### config.mk
export PLATFORM = sky130hd
export DESIGN_NAME = jtag_seq_ctrl
export DESIGN_NICKNAME = d
export VERILOG_FILES = /design/src/rtl/jtag_seq_ctrl.sv
export SDC_FILE = /design/constraint.sdc
export NUM_CORES = 1
export LEC_CHECK = 0
export ABC_AREA = 1
export BUFFER_PORTS_ARGS = -buffer_cell sky130_fd_sc_hd__buf_2
export CORE_MARGIN = 4
export CORE_UTILIZATION = 50
export DETAILED_ROUTE_END_ITERATION = 10
export GPL_ROUTABILITY_DRIVEN = 1
export PLACE_DENSITY = 0.73
export REMOVE_ABC_BUFFERS = 1
export SETUP_SLACK_MARGIN = 0.4
export SLEW_MARGIN = 20
export SYNTH_ARGS = -nofsm -noshare
export SYNTH_HDL_FRONTEND = slang
export SYNTH_SLANG_ARGS = --single-unit
export TNS_END_PERCENT = 5
### constraint.sdc
create_clock -name tck_i -period 3.5 [get_ports tck_i]
set_input_delay 0.175 -clock tck_i [delete_from_list [all_inputs] [get_ports tck_i]]
set_output_delay 0.175 -clock tck_i [all_outputs]
set_load 0.1 [all_outputs]
### src/rtl/jtag_seq_ctrl.sv
// jtag_seq_ctrl
// -------------
// JTAG master sequencer for a tap_top TAP controller that shares tck_i.
// A single start/busy handshake loads an IR_W-bit instruction and then
// shifts a DR payload of up to DR_MAX bits. TDO is captured during the
// DR shift.
//
// After every reset, five TMS=1 slots and one TMS=0 slot force the TAP
// through Test-Logic-Reset into Run-Test/Idle.
//
// Ports
//   tck_i      : TAP clock; every state change happens on its rising edge
//   rst_ni     : asynchronous active-low reset
//   start_i    : command request (see handshake note below)
//   ir_i       : instruction, bit 0 shifted first
//   dr_len_i   : DR length N (0 = IR only, values above DR_MAX are clamped)
//   dr_data_i  : DR payload, bit i shifted in DR shift slot i
//   tdo_i      : TAP td_o
//   tms_o      : registered TMS to the TAP
//   tdi_o      : registered TDI to the TAP
//   busy_o     : high while initialising or running a command
//   done_o     : one-cycle pulse in the cycle after the last slot
//   dr_q_o     : captured TDO bits; held until the next accept
//
// Handshake: a command is accepted on a rising edge of tck_i where
// start_i=1 and busy_o=0. On that edge ir_i, dr_len_i (clamped) and
// dr_data_i are latched, and dr_q_o is cleared. A start_i seen while
// busy_o=1 is dropped, not queued. busy_o is low in the done_o cycle,
// so start_i held high there starts the next command immediately.

module jtag_seq_ctrl #(
    parameter int IR_W   = 5,
    parameter int DR_MAX = 64,
    parameter int LEN_W  = 7
) (
    input  logic              tck_i,
    input  logic              rst_ni,
    input  logic              start_i,
    input  logic [IR_W-1:0]   ir_i,
    input  logic [LEN_W-1:0]  dr_len_i,
    input  logic [DR_MAX-1:0] dr_data_i,
    input  logic              tdo_i,
    output logic              tms_o,
    output logic              tdi_o,
    output logic              busy_o,
    output logic              done_o,
    output logic [DR_MAX-1:0] dr_q_o
);

    localparam int IR_IDX_W = (IR_W > 1) ? $clog2(IR_W) : 1;
    localparam int DR_IDX_W = (DR_MAX > 1) ? $clog2(DR_MAX) : 1;

    localparam logic [LEN_W-1:0] LEN_MAX   = LEN_W'(DR_MAX);
    localparam logic [LEN_W-1:0] IR_LAST   = LEN_W'(IR_W - 1);
    // INIT counts 1..5 for the TLR slots and 6 for the RTI slot.
    localparam logic [LEN_W-1:0] INIT_RTI  = LEN_W'(6);
    localparam logic [LEN_W-1:0] HDR_LAST  = LEN_W'(3);
    localparam logic [LEN_W-1:0] ONE       = LEN_W'(1);

    typedef enum logic [2:0] {
        INIT     = 3'd0,
        IDLE     = 3'd1,
        HDR_IR   = 3'd2,
        SHIFT_IR = 3'd3,
        HDR_DR   = 3'd4,
        SHIFT_DR = 3'd5,
        TRAILER  = 3'd6
    } state_e;

    // state_q/cnt_q name the slot currently on tms_o/tdi_o.
    state_e             state_q, state_d;
    logic [LEN_W-1:0]   cnt_q, cnt_d;
    logic [IR_W-1:0]    ir_q, ir_d;
    logic [LEN_W-1:0]   len_q, len_d;
    logic [DR_MAX-1:0]  data_q, data_d;
    logic [DR_MAX-1:0]  cap_q, cap_d;
    logic               tms_q, tms_d;
    logic               tdi_q, tdi_d;
    logic               busy_q, busy_d;
    logic               done_q, done_d;

    logic [LEN_W-1:0]   len_clamped;

    assign len_clamped = (dr_len_i > LEN_MAX) ? LEN_MAX : dr_len_i;

    // Next-slot selection.
    always_comb begin
        state_d = state_q;
        cnt_d   = cnt_q;
        ir_d    = ir_q;
        len_d   = len_q;
        data_d  = data_q;
        cap_d   = cap_q;
        busy_d  = busy_q;
        done_d  = 1'b0;

        unique case (state_q)
            INIT: begin
                if (cnt_q == INIT_RTI) begin
                    state_d = IDLE;
                    cnt_d   = '0;
                    busy_d  = 1'b0;
                end else begin
                    cnt_d = cnt_q + ONE;
                end
            end
            IDLE: begin
                if (start_i) begin
                    ir_d    = ir_i;
                    len_d   = len_clamped;
                    data_d  = dr_data_i;
                    cap_d   = '0;
                    busy_d  = 1'b1;
                    state_d = HDR_IR;
                    cnt_d   = '0;
                end
            end
            HDR_IR: begin
                if (cnt_q == HDR_LAST) begin
                    state_d = SHIFT_IR;
                    cnt_d   = '0;
                end else begin
                    cnt_d = cnt_q + ONE;
                end
            end
            SHIFT_IR: begin
                if (cnt_q == IR_LAST) begin
                    // With no DR, Update-IR then RTI is exactly the trailer
                    // pattern, so IR-only commands reuse it.
                    state_d = (len_q == '0) ? TRAILER : HDR_DR;
                    cnt_d   = '0;
                end else begin
                    cnt_d = cnt_q + ONE;
                end
            end
            HDR_DR: begin
                if (cnt_q == HDR_LAST) begin
                    state_d = SHIFT_DR;
                    cnt_d   = '0;
                end else begin
                    cnt_d = cnt_q + ONE;
                end
            end
            SHIFT_DR: begin
                // The edge ending DR shift slot i captures TDO bit i.
                cap_d[cnt_q[DR_IDX_W-1:0]] = tdo_i;
                if (cnt_q == len_q - ONE) begin
                    state_d = TRAILER;
                    cnt_d   = '0;
                end else begin
                    cnt_d = cnt_q + ONE;
                end
            end
            TRAILER: begin
                if (cnt_q == ONE) begin
                    state_d = IDLE;
                    cnt_d   = '0;
                    busy_d  = 1'b0;
                    done_d  = 1'b1;
                end else begin
                    cnt_d = cnt_q + ONE;
                end
            end
            default: begin
                state_d = INIT;
                cnt_d   = '0;
                busy_d  = 1'b1;
            end
        endcase
    end

    // Pin values for the slot being entered, decoded from the next
    // state and next count so that tms_o/tdi_o stay registered.
    always_comb begin
        tms_d = 1'b0;
        tdi_d = 1'b0;
        unique case (state_d)
            INIT:     tms_d = (cnt_d < INIT_RTI);
            IDLE:     tms_d = 1'b0;
            HDR_IR,
            HDR_DR:   tms_d = (cnt_d < LEN_W'(2));
            SHIFT_IR: begin
                tms_d = (cnt_d == IR_LAST);
                tdi_d = ir_q[cnt_d[IR_IDX_W-1:0]];
            end
            SHIFT_DR: begin
                tms_d = (cnt_d == len_q - ONE);
                tdi_d = data_q[cnt_d[DR_IDX_W-1:0]];
            end
            TRAILER:  tms_d = (cnt_d == '0);
            default:  tms_d = 1'b1;
        endcase
    end

    always_ff @(posedge tck_i or negedge rst_ni) begin
        if (!rst_ni) begin
            state_q <= INIT;
            cnt_q   <= '0;
            ir_q    <= '0;
            len_q   <= '0;
            data_q  <= '0;
            cap_q   <= '0;
            tms_q   <= 1'b1;
            tdi_q   <= 1'b0;
            busy_q  <= 1'b1;
            done_q  <= 1'b0;
        end else begin
            state_q <= state_d;
            cnt_q   <= cnt_d;
            ir_q    <= ir_d;
            len_q   <= len_d;
            data_q  <= data_d;
            cap_q   <= cap_d;
            tms_q   <= tms_d;
            tdi_q   <= tdi_d;
            busy_q  <= busy_d;
            done_q  <= done_d;
        end
    end

    assign tms_o  = tms_q;
    assign tdi_o  = tdi_q;
    assign busy_o = busy_q;
    assign done_o = done_q;
    assign dr_q_o = cap_q;

endmodule

==> flow_summary.toml, run 1 <==
[yosys]
synth_seq_cells = 154
yosys_warnings = 0
async_reset_ff_frac = 1.00
yosysMostFrequentCell = "nand2_1"
synth.distinct_cells = 41
netlist.top_cell.by_area = "dfrtp_1"
synthesis.area_sq_um = 8160
netlist_top_cells_count = "nand2_1, dfrtp_1, inv_1, o21ai_0, nor2_1"
synth_top_area_frac = 0.466
synthFlopType = "dfrtp_1"
synthCells = 1100
synth_area_leaders = "dfrtp_1, nand2_1, o21ai_0"
synth_edf_count = 0
synth.yosys.seq_area_share = 0.473
syn_avg_cell_area_sq_um = 7.42

[global_routing]
grt_pass1_wl_um = 39500
grt.total_usage = 0.268
grt_pass1_vias = 8016
antenna_found_initial = 0
grt_max_degree = 91
gr-total-overflow = 0

[place]
dp_hpwl_um = 15200
place_area_sq_um = 9010
gp_congestion = 0.952
port_buffers = 147

[setup_path]
slowest_stage = "dfrtp_1"
path_class = "register to register"
critical_path.top_delay_family = "simple AND/OR/NAND/NOR gates"
start_kind = "register"
end_kind = "register"
path_cells = "inv_4 -> ha_4 -> inv_2 -> nand2_2 -> nand3_1 -> nand2_1 -> nor2_1 -> nand3_1 -> nor2_2 -> nand2_2 -> nand2_4 -> buf_4 -> nand2_1 -> inv_1 -> nor2_2 -> inv_1 -> a21oi_1 -> nor2_1 -> nor3_1 -> nand3_1 -> nand2_1"
critPathMaxStageDelay_ps = 430
critPathMaxFanout = 8
worstPathRequired_ps = 3860
crit_buf_inv = 5
crit_arrival_ps = 3310

[timing]
setup_viol = 0
clock_skew_ps = 9.13
period_share = 0.843
max_freq_mhz = 339
rsz0062_at_grt = "yes"
finalMaxSlewViolations = 0
layout_min_cycle_time_ps = 2950
tightest_slew_ps = 852
max-slew-margin-rel = 0.432
tns_ps = 0
hold_viol_final = 0

[detailed_routing]
wirelength_um = 24500
drc = 0
drt_iter0_drc = 767
via_count = 8319
drt_first_pass_iters = 6
ant_nets = 0
viasPerCell = 5.39
wl_per_cell_um = 15.9

[cts]
clock_sinks = 154
cts_buffers = 17
cts_root_buffer = "clkbuf_16"
insertion_delay_ps = 430
htreeDepth = 4
clk_pin_slew_ps = 60
tritoncts = "built"
clk_path_buf_depth = 2

[power]
finalPower_mw = 10.6
powerDensity_nw_per_um2 = 996
p_leak_nw = 5.61
ir_worst_vdd_mv = 0.773

[floorplan]
ios = 148
die-area_sq_um = 18400
die_x_um = 136
core_area_sq_um = 15900
initial_core_util = 0.512
die_h_um = 136
num_rows = 46

[job]
max_cap_viol_count = 0

[finish]
num_antenna_cells = 0
area_growth_pct = 30.3
nets = 1400
drive_gt1_frac = 0.189
final_area_sq_um = 10600

[run_status]
status = "complete, no violations"

[worst_hold_path]
hold_class = "input port to register"
[state kept, by name (all words and copies together) (netlist names)]
| signal | flops |
|---|---|
| data_q | 64 |
| cnt_q | 7 |
| done_o | 1 |
| ir_q | 5 |
| tdi_o | 1 |
| dr_q_o | 64 |
| state_q | 3 |
| len_q | 7 |
| busy_o | 1 |
| tms_o | 1 |
[cells in the final DEF (no fill, tap or decap), types with 7 or more instances in the layout]
cell type / netlist / routed
nand2_1: 416 / 413
dfrtp_1: 152 / 152
buf_2: 7 / 146
inv_1: 102 / 98
o21ai_0: 85 / 85
dlygate4sd3_1: 0 / 74
nor2_1: 77 / 73
nand3_1: 76 / 72
a32o_1: 26 / 26
a21oi_1: 18 / 18
clkbuf_16: 0 / 17
buf_4: 4 / 17
nor3_1: 13 / 13
inv_2: 12 / 12
o22ai_1: 11 / 11
nor2_2: 5 / 9
nand3b_1: 7 / 7
[cell type report]
cell class,instances,area (sq um)
multi-input cells,784,3740
repair buffers,241,1670
clock buffers,23,488
fillers,1279,5310
repair inverters,1,7.51
well taps,216,270
flip-flops and latches,154,3860
clock inverters,9,159
inverters,115,444
[kinds of logic (layout without fill, tap and decap cells)]
| group | after synthesis | after routing | share of synthesized area |
|---|---|---|---|
| buffers and inverters | 165 | 389 | 0.0825 |
| AO/OA/AOI/OAI | 158 | 158 | 0.119 |
| flip-flops | 154 | 154 | 0.473 |
| AND/OR/NAND/NOR | 613 | 616 | 0.312 |
| adder cells (fa/ha/maj) | 6 | 6 | 0.00920 |
| XOR/XNOR | 4 | 4 | 0.00429 |
[stage by stage]
step	instances	util	worst slack, ps	hold slack (ps)
6_report	1543	0.667	548	23.7
5_1_grt	1543	0.667	332	29.4
4_1_cts	1533	0.655	412	6.55
3_5_place_dp	1424	0.565	189	303
3_3_place_gp	1424	0.565	348	306
2_1_floorplan	1050	-	-587	-121
[worst paths after layout]
path	from	endpoint	slack [ps]	cells past startpoint
setup / recovery	len_q[0]$_DFFE_PN0P_	tms_o$_DFF_PN1_	550	21
hold / removal	dr_len_i[0]	len_q[0]$_DFFE_PN0P_	20	3
setup reg to reg	len_q[0]$_DFFE_PN0P_	tms_o$_DFF_PN1_	550	21
hold reg to reg	data_q[13]$_DFFE_PN0P_	data_q[13]$_DFFE_PN0P_	480	2
max in group asynchronous	rst_ni	data_q[57]$_DFFE_PN0P_	2070	3
min in group asynchronous	rst_ni	len_q[5]$_DFFE_PN0P_	350	2
[metal layers]
| metal | vias up | global-route usage | wire (um) |
|---|---|---|---|
| met4 | 0 | 0.0840 | 544 |
| met2 | 438 | 0.441 | 11800 |
| met3 | 55 | 0.0535 | 1970 |
| met5 | - | 0 | 0 |
| met1 | 3856 | 0.361 | 10200 |
| li1 | 3970 | - | - |
[where the power goes]
part           internal (mW)  switching (mW)
logic                   1.55            4.17
registers               2.42           0.412
clock network           1.28           0.751
[what timing repair did]
action                                 in CTS  in global routing
endpoints found under the hold margin     157                  0
hold buffers                               74                  0
pin swaps                                   1                  8
setup endpoints to repair                   2                 28
buffers inserted                            1                  8
gates cloned                                2                  2
gates resized for setup                     3                 23
[tightest hold or removal path: stages]
cell,delay (ps)
buf_2,70
nand2_1,40
o21ai_0,100
(Power assumes the default switching activity.)
==> inputs of run 2 (changes only) <==
- clock period: 3.5 -> 2.9 ns (I/O delays scaled with it)
==> run 2 against run 1 <==
Die area unchanged. Total power up 26%. Register-to-register slack worse by 230 ps. Via count up 0.30%. Core utilization up 1.7 points. Wire length down 0.52%. Clock skew down 3.3 ps. Critical endpoint unchanged. Largest cell class unchanged.
==> flow_summary.toml, run 2 (same netlist as run 1, synthesis figures left out) <==
[cts]
clk_path_buf_depth = 2
clock_sinks = 154
insertion_delay_ps = 430
htreeDepth = 4
tritoncts = "built"
cts_root_buffer = "clkbuf_16"
clk_pin_slew_ps = 60
cts_buffers = 17

[finish]
final_common_cell = "nand2_1"
nFillCells = 1295
area_growth_pct = 33.6
instances_no_fill = 1569
num_antenna_cells = 0
most-common-layout-cells = "nand2_1, dfrtp_1, buf_2, inv_1, o21ai_0"
drive_gt1_frac = 0.215
nets = 1427

[floorplan]
die-area_sq_um = 18400
num_rows = 46
ios = 148
initial_core_util = 0.512
die_x_um = 136
die_h_um = 136
core_area_sq_um = 15900

[place]
gp_congestion = 0.882
port_buffers = 147
place_worst_setup_slack_ps = 88.1
dp_cells = 1438
dp_hpwl_um = 15100

[run_status]
status = "complete, no violations"

[global_routing]
grt.total_usage = 0.272
grt_max_degree = 94
grt_pass1_wl_um = 40400
antenna_found_initial = 0
grt_pass1_vias = 8234
gr-total-overflow = 0

[power]
p_seq_frac = 0.255
p_clk_frac = 0.166
p_comb_frac = 0.579
powerDensity_nw_per_um2 = 1220
netSwitchingFraction = 0.494
ir_worst_vdd_mv = 0.868
p_leak_nw = 5.78
p_int_mw = 6.72
p_switching_mw = 6.57

[timing]
setup_viol = 0
clock_skew_ps = 5.82
period_share = 0.891
tightest_slew_ps = 865
worst_slack_ps = 315
max_freq_mhz = 387
max-slew-margin-rel = 0.424
layout_min_cycle_time_ps = 2590
rsz0062_at_grt = "yes"
hold_viol_final = 0
finalMaxSlewViolations = 0

[detailed_routing]
wl_per_cell_um = 15.6
wirelength_um = 24400
via_count = 8344
ant_nets = 0
drc = 0
drt_iter0_drc = 778
drt_first_pass_iters = 6
viasPerCell = 5.32

[setup_path]
critPathMaxStageDelay_ps = 390
worstRegToRegCells = 21
worstPathRequired_ps = 3270
slowest_stage = "dfrtp_1"
path_class = "register to register"
crit_start = "len_q[1]$_DFFE_PN0P_"
critPathMostFrequentCell = "nand2_1"
endpoint = "tms_o$_DFF_PN1_"
critPathMaxFanout = 7
start_kind = "register"
timing.rr.end = "tms_o$_DFF_PN1_"
ff2ff_setup_slack_ps = 310
path_cells = "inv_2 -> ha_4 -> buf_4 -> nand3_1 -> nand3_1 -> nand2_1 -> nand2_1 -> nor2_2 -> nand2_1 -> nand2_2 -> buf_4 -> nand2_4 -> inv_1 -> nor2_1 -> a21oi_1 -> nor2_2 -> xor2_1 -> o211ai_1 -> nor2_1 -> nand3_1 -> nand2_1"
crit_arrival_ps = 2950
end_kind = "register"
r2r-start = "len_q[1]$_DFFE_PN0P_"

[worst_hold_path]
holdPathStages = 3
hold_class = "input port to register"

[job]
max_cap_viol_count = 0
-- run 2: cell types whose count changed in the layout (fill, tap and decap cells not counted), sizes merged, moves of 2 or more --
cell | previous run | this run
buf | 167 | 194
clkbuf | 23 | 20
clkinv | 3 | 5
dlygate4sd3 | 74 | 76
-- run 2: repair_timing --
| item | in CTS | in global routing |
|---|---|---|
| pin swaps | 23 | 6 |
| setup endpoints to repair | 2 | 2 |
| buffers inserted | 17 | 2 |
| hold endpoints to repair | 165 | 0 |
| cloned | 5 | 0 |
| gates resized for setup | 48 | 9 |
| hold buffers | 76 | 0 |
-- run 2: how the worst min path moves through the flow --
stage                     start                    to
floorplan                rst_ni    cnt_q[0]$_DFF_PN0_
global placement         rst_ni  len_q[4]$_DFFE_PN0P_
detailed placement       rst_ni  len_q[4]$_DFFE_PN0P_
CTS                 dr_len_i[6]  len_q[6]$_DFFE_PN0P_
global route        dr_len_i[6]  len_q[6]$_DFFE_PN0P_
finish              dr_len_i[6]  len_q[6]$_DFFE_PN0P_
-- run 2: metrics by stage --
| stage | power, mW | cell area [sq um] | setup TNS [ps] | hold WS [ps] | utilization |
|---|---|---|---|---|---|
| global route | 14.1 | 10900 | 0 | 110 | 0.684 |
| CTS | 13.1 | 10900 | 0 | 67.1 | 0.682 |
| finish | 13.3 | 10900 | 0 | 79.5 | 0.684 |
| floorplan | 8.19 | 7920 | -61180 | -151 | - |
| detailed placement | 9.80 | 9140 | 0 | 284 | 0.574 |
| global placement | 9.72 | 9140 | 0 | 284 | 0.574 |
-- run 2: critical path, delay by kind of cell (launching register included) --
kind,cells,cell delay (ps)
fa+ha+maj,1,180
compound gates,2,170
xor+xnor,1,180
flops,1,390
simple gates,13,1220
buf+inv,4,400
-- run 2: power groups by stage --
stage	clock (mW)	sequential (mW)	combinational, mW
floorplan	0	5.06	3.13
global placement	0	3.39	6.33
detailed placement	0	3.41	6.39
CTS	2.23	3.38	7.53
global route	2.32	3.47	8.35
finish	2.21	3.40	7.69
-- run 2: area by class of cell --
cell class,instances,area [sq um],area share
Clock buffer,20,457,0.0419
Timing Repair Buffer,270,1980,0.182
Tap cell,216,270,0.0248
Sequential cell,154,3860,0.354
Clock inverter,11,120,0.0110
Inverter,115,455,0.0418
Multi-Input combinational cell,783,3760,0.345
-- run 2: routing by layer --
metal | global-route usage | part of all wire | vias to the layer above
met3 | 0.0524 | 0.072 | 51
met2 | 0.442 | 0.48 | 354
met1 | 0.369 | 0.42 | 3914
met4 | 0.0935 | 0.021 | 0
li1 | - | - | 4025
met5 | 0 | 0 | -
==> inputs of run 3 (changes only) <==
- clock period: 2.9 -> 3.4 ns (I/O delays scaled with it)
==> run 3 against run 2 <==
Die area did not move. Clock-buffer cell count increased by 2. Sequential power shrank 14%. Critical path depth is 6 lower. Register-to-register slack better by 190 ps. Total power shrank 22%. Hold slack got worse by 53 ps. Non-clock buffer count down 30. Via count decreased by 0.97%. Core utilization shrank 2.9 points. Cell count shrank 1.9%.
==> flow_summary.toml, run 3 (same netlist as run 1, synthesis figures left out) <==
[run_status]
status = "complete, no violations"

[global_routing]
grt.total_usage = 0.269
grt_pass1_wl_um = 39400
grt_max_degree = 94
gr-total-overflow = 0
antenna_found_initial = 0
grt_pass1_vias = 7950

[timing]
period_share = 0.852
worst_slack_ps = 502
tightest_slew_ps = 873
tns_ps = 0
max-slew-margin-rel = 0.418
max_freq_mhz = 345
rsz0062_at_grt = "yes"
clock_skew_ps = 11.8
fin_hold_ws_ps = 26.2
setup_viol = 0
layout_min_cycle_time_ps = 2900
hold_viol_final = 0
finalMaxSlewViolations = 0

[detailed_routing]
drc = 0
viasPerCell = 5.37
ant_nets = 0
via_count = 8263
drt_first_pass_iters = 5
drt_iter0_drc = 637
wirelength_um = 24600
wl_per_cell_um = 16.0

[power]
ir_worst_vdd_mv = 0.690
p_comb_frac = 0.544
p_int_mw = 5.06
p_leak_nw = 5.54
p_switching_mw = 5.34
netSwitchingFraction = 0.513
p_seq_frac = 0.282
p_clk_frac = 0.174
powerDensity_nw_per_um2 = 997

[cts]
cts_buffers = 17
htreeDepth = 4
clk_path_buf_depth = 2
cts_root_buffer = "clkbuf_16"
insertion_delay_ps = 420
clk_pin_slew_ps = 70
clock_sinks = 154
tritoncts = "built"

[job]
max_cap_viol_count = 0

[finish]
most-common-layout-cells = "nand2_1, dfrtp_1, buf_2, inv_1, o21ai_0"
nets = 1397
final_util = 0.654
num_antenna_cells = 0
final_common_cell = "nand2_1"
drive_gt1_frac = 0.179
area_growth_pct = 27.9

[floorplan]
die_x_um = 136
die-area_sq_um = 18400
die_h_um = 136
initial_core_util = 0.512
ios = 148
num_rows = 46
core_area_sq_um = 15900

[worst_hold_path]
hold_class = "input port to register"

[setup_path]
worstPathRequired_ps = 3710
start_kind = "register"
crit_arrival_ps = 3210
end_kind = "register"
path_class = "register to register"
critPathMaxFanout = 10

[place]
port_buffers = 147
place_worst_setup_slack_ps = 197
dp_hpwl_um = 15500
gp_congestion = 0.917
## run 3: cell types whose count changed in the layout (fill, tap and decap cells not counted), moves of 4 or more
| cell | change |
|---|---|
| buf_4 | -18 |
| dfrtp_2 | -4 |
| dfrtp_1 | +4 |
| inv_4 | -4 |
| nand2_2 | -7 |
| nand2_1 | +9 |
| buf_12 | -5 |
| inv_1 | +4 |
## run 3: final timing paths
path                       slack [ps]           startpoint               endpoint  cells past startpoint
setup reg to reg                  500   cnt_q[0]$_DFF_PN0_        tdi_o$_DFF_PN0_                     15
min in group asynchronous         400               rst_ni   len_q[5]$_DFFE_PN0P_                      2
max in group asynchronous        2100               rst_ni  dr_q_o[1]$_DFFE_PN0P_                      3
hold reg to reg                   480  ir_q[2]$_DFFE_PN0P_    ir_q[2]$_DFFE_PN0P_                      2
setup / recovery                  500   cnt_q[0]$_DFF_PN0_        tdi_o$_DFF_PN0_                     15
hold / removal                     30          dr_len_i[0]   len_q[0]$_DFFE_PN0P_                      3
## run 3: power by group through the flow
stage | registers [mW] | logic (mW) | clock network, mW
floorplan | 4.32 | 2.67 | 0
global placement | 2.93 | 5.22 | 0
detailed placement | 2.94 | 5.31 | 0
CTS | 2.92 | 5.50 | 1.82
global route | 2.99 | 6.19 | 1.90
finish | 2.93 | 5.66 | 1.81
## run 3: final cells by class
cell class	instances	area (sq um)
Fill cell	1373	5510
Tap cell	216	270
Clock buffer	22	464
Clock inverter	9	91.3
Multi-Input combinational cell	783	3670
Timing Repair Buffer	240	1640
Sequential cell	154	3860
Inverter	115	435
## run 3: through the flow
stage                     total power, mW  area, sq um  instances
final                                10.4        10400       1539
after global routing                 11.1        10400       1539
after CTS                            10.2        10400       1535
after detailed placement             8.25         9040       1428
after global placement               8.16         9040       1428
after floorplan                      6.99         7920       1050
## run 3: what timing repair did
item                                   in CTS  in global routing
pin swaps                                   1                  0
resized for setup                           3                  6
cloned                                      2                  0
hold buffers                               74                  0
endpoints found under the hold margin     161                  0
setup endpoints to repair                   2                 28
setup buffers                               0                  4
## run 3: per-layer routing
layer	global-route usage	up-vias	share of wire
met5	0	-	0
met3	0.0632	45	0.083
li1	-	3950	-
met2	0.441	411	0.49
met1	0.353	3857	0.41
met4	0.0935	0	0.023
## run 3: critical path, cell delays in order (launching register included)
cell and delay [ps]:
dfrtp_1 500, inv_2 190, nor2_1 340, inv_1 250
nor2_1 140, inv_1 70, a211oi_1 210, a22oi_1 110
nor2_1 520, nor2_1 100, nand2_1 90, nand2_1 60
inv_1 50, nand2_1 50, nand2_1 50, nand2_1 50
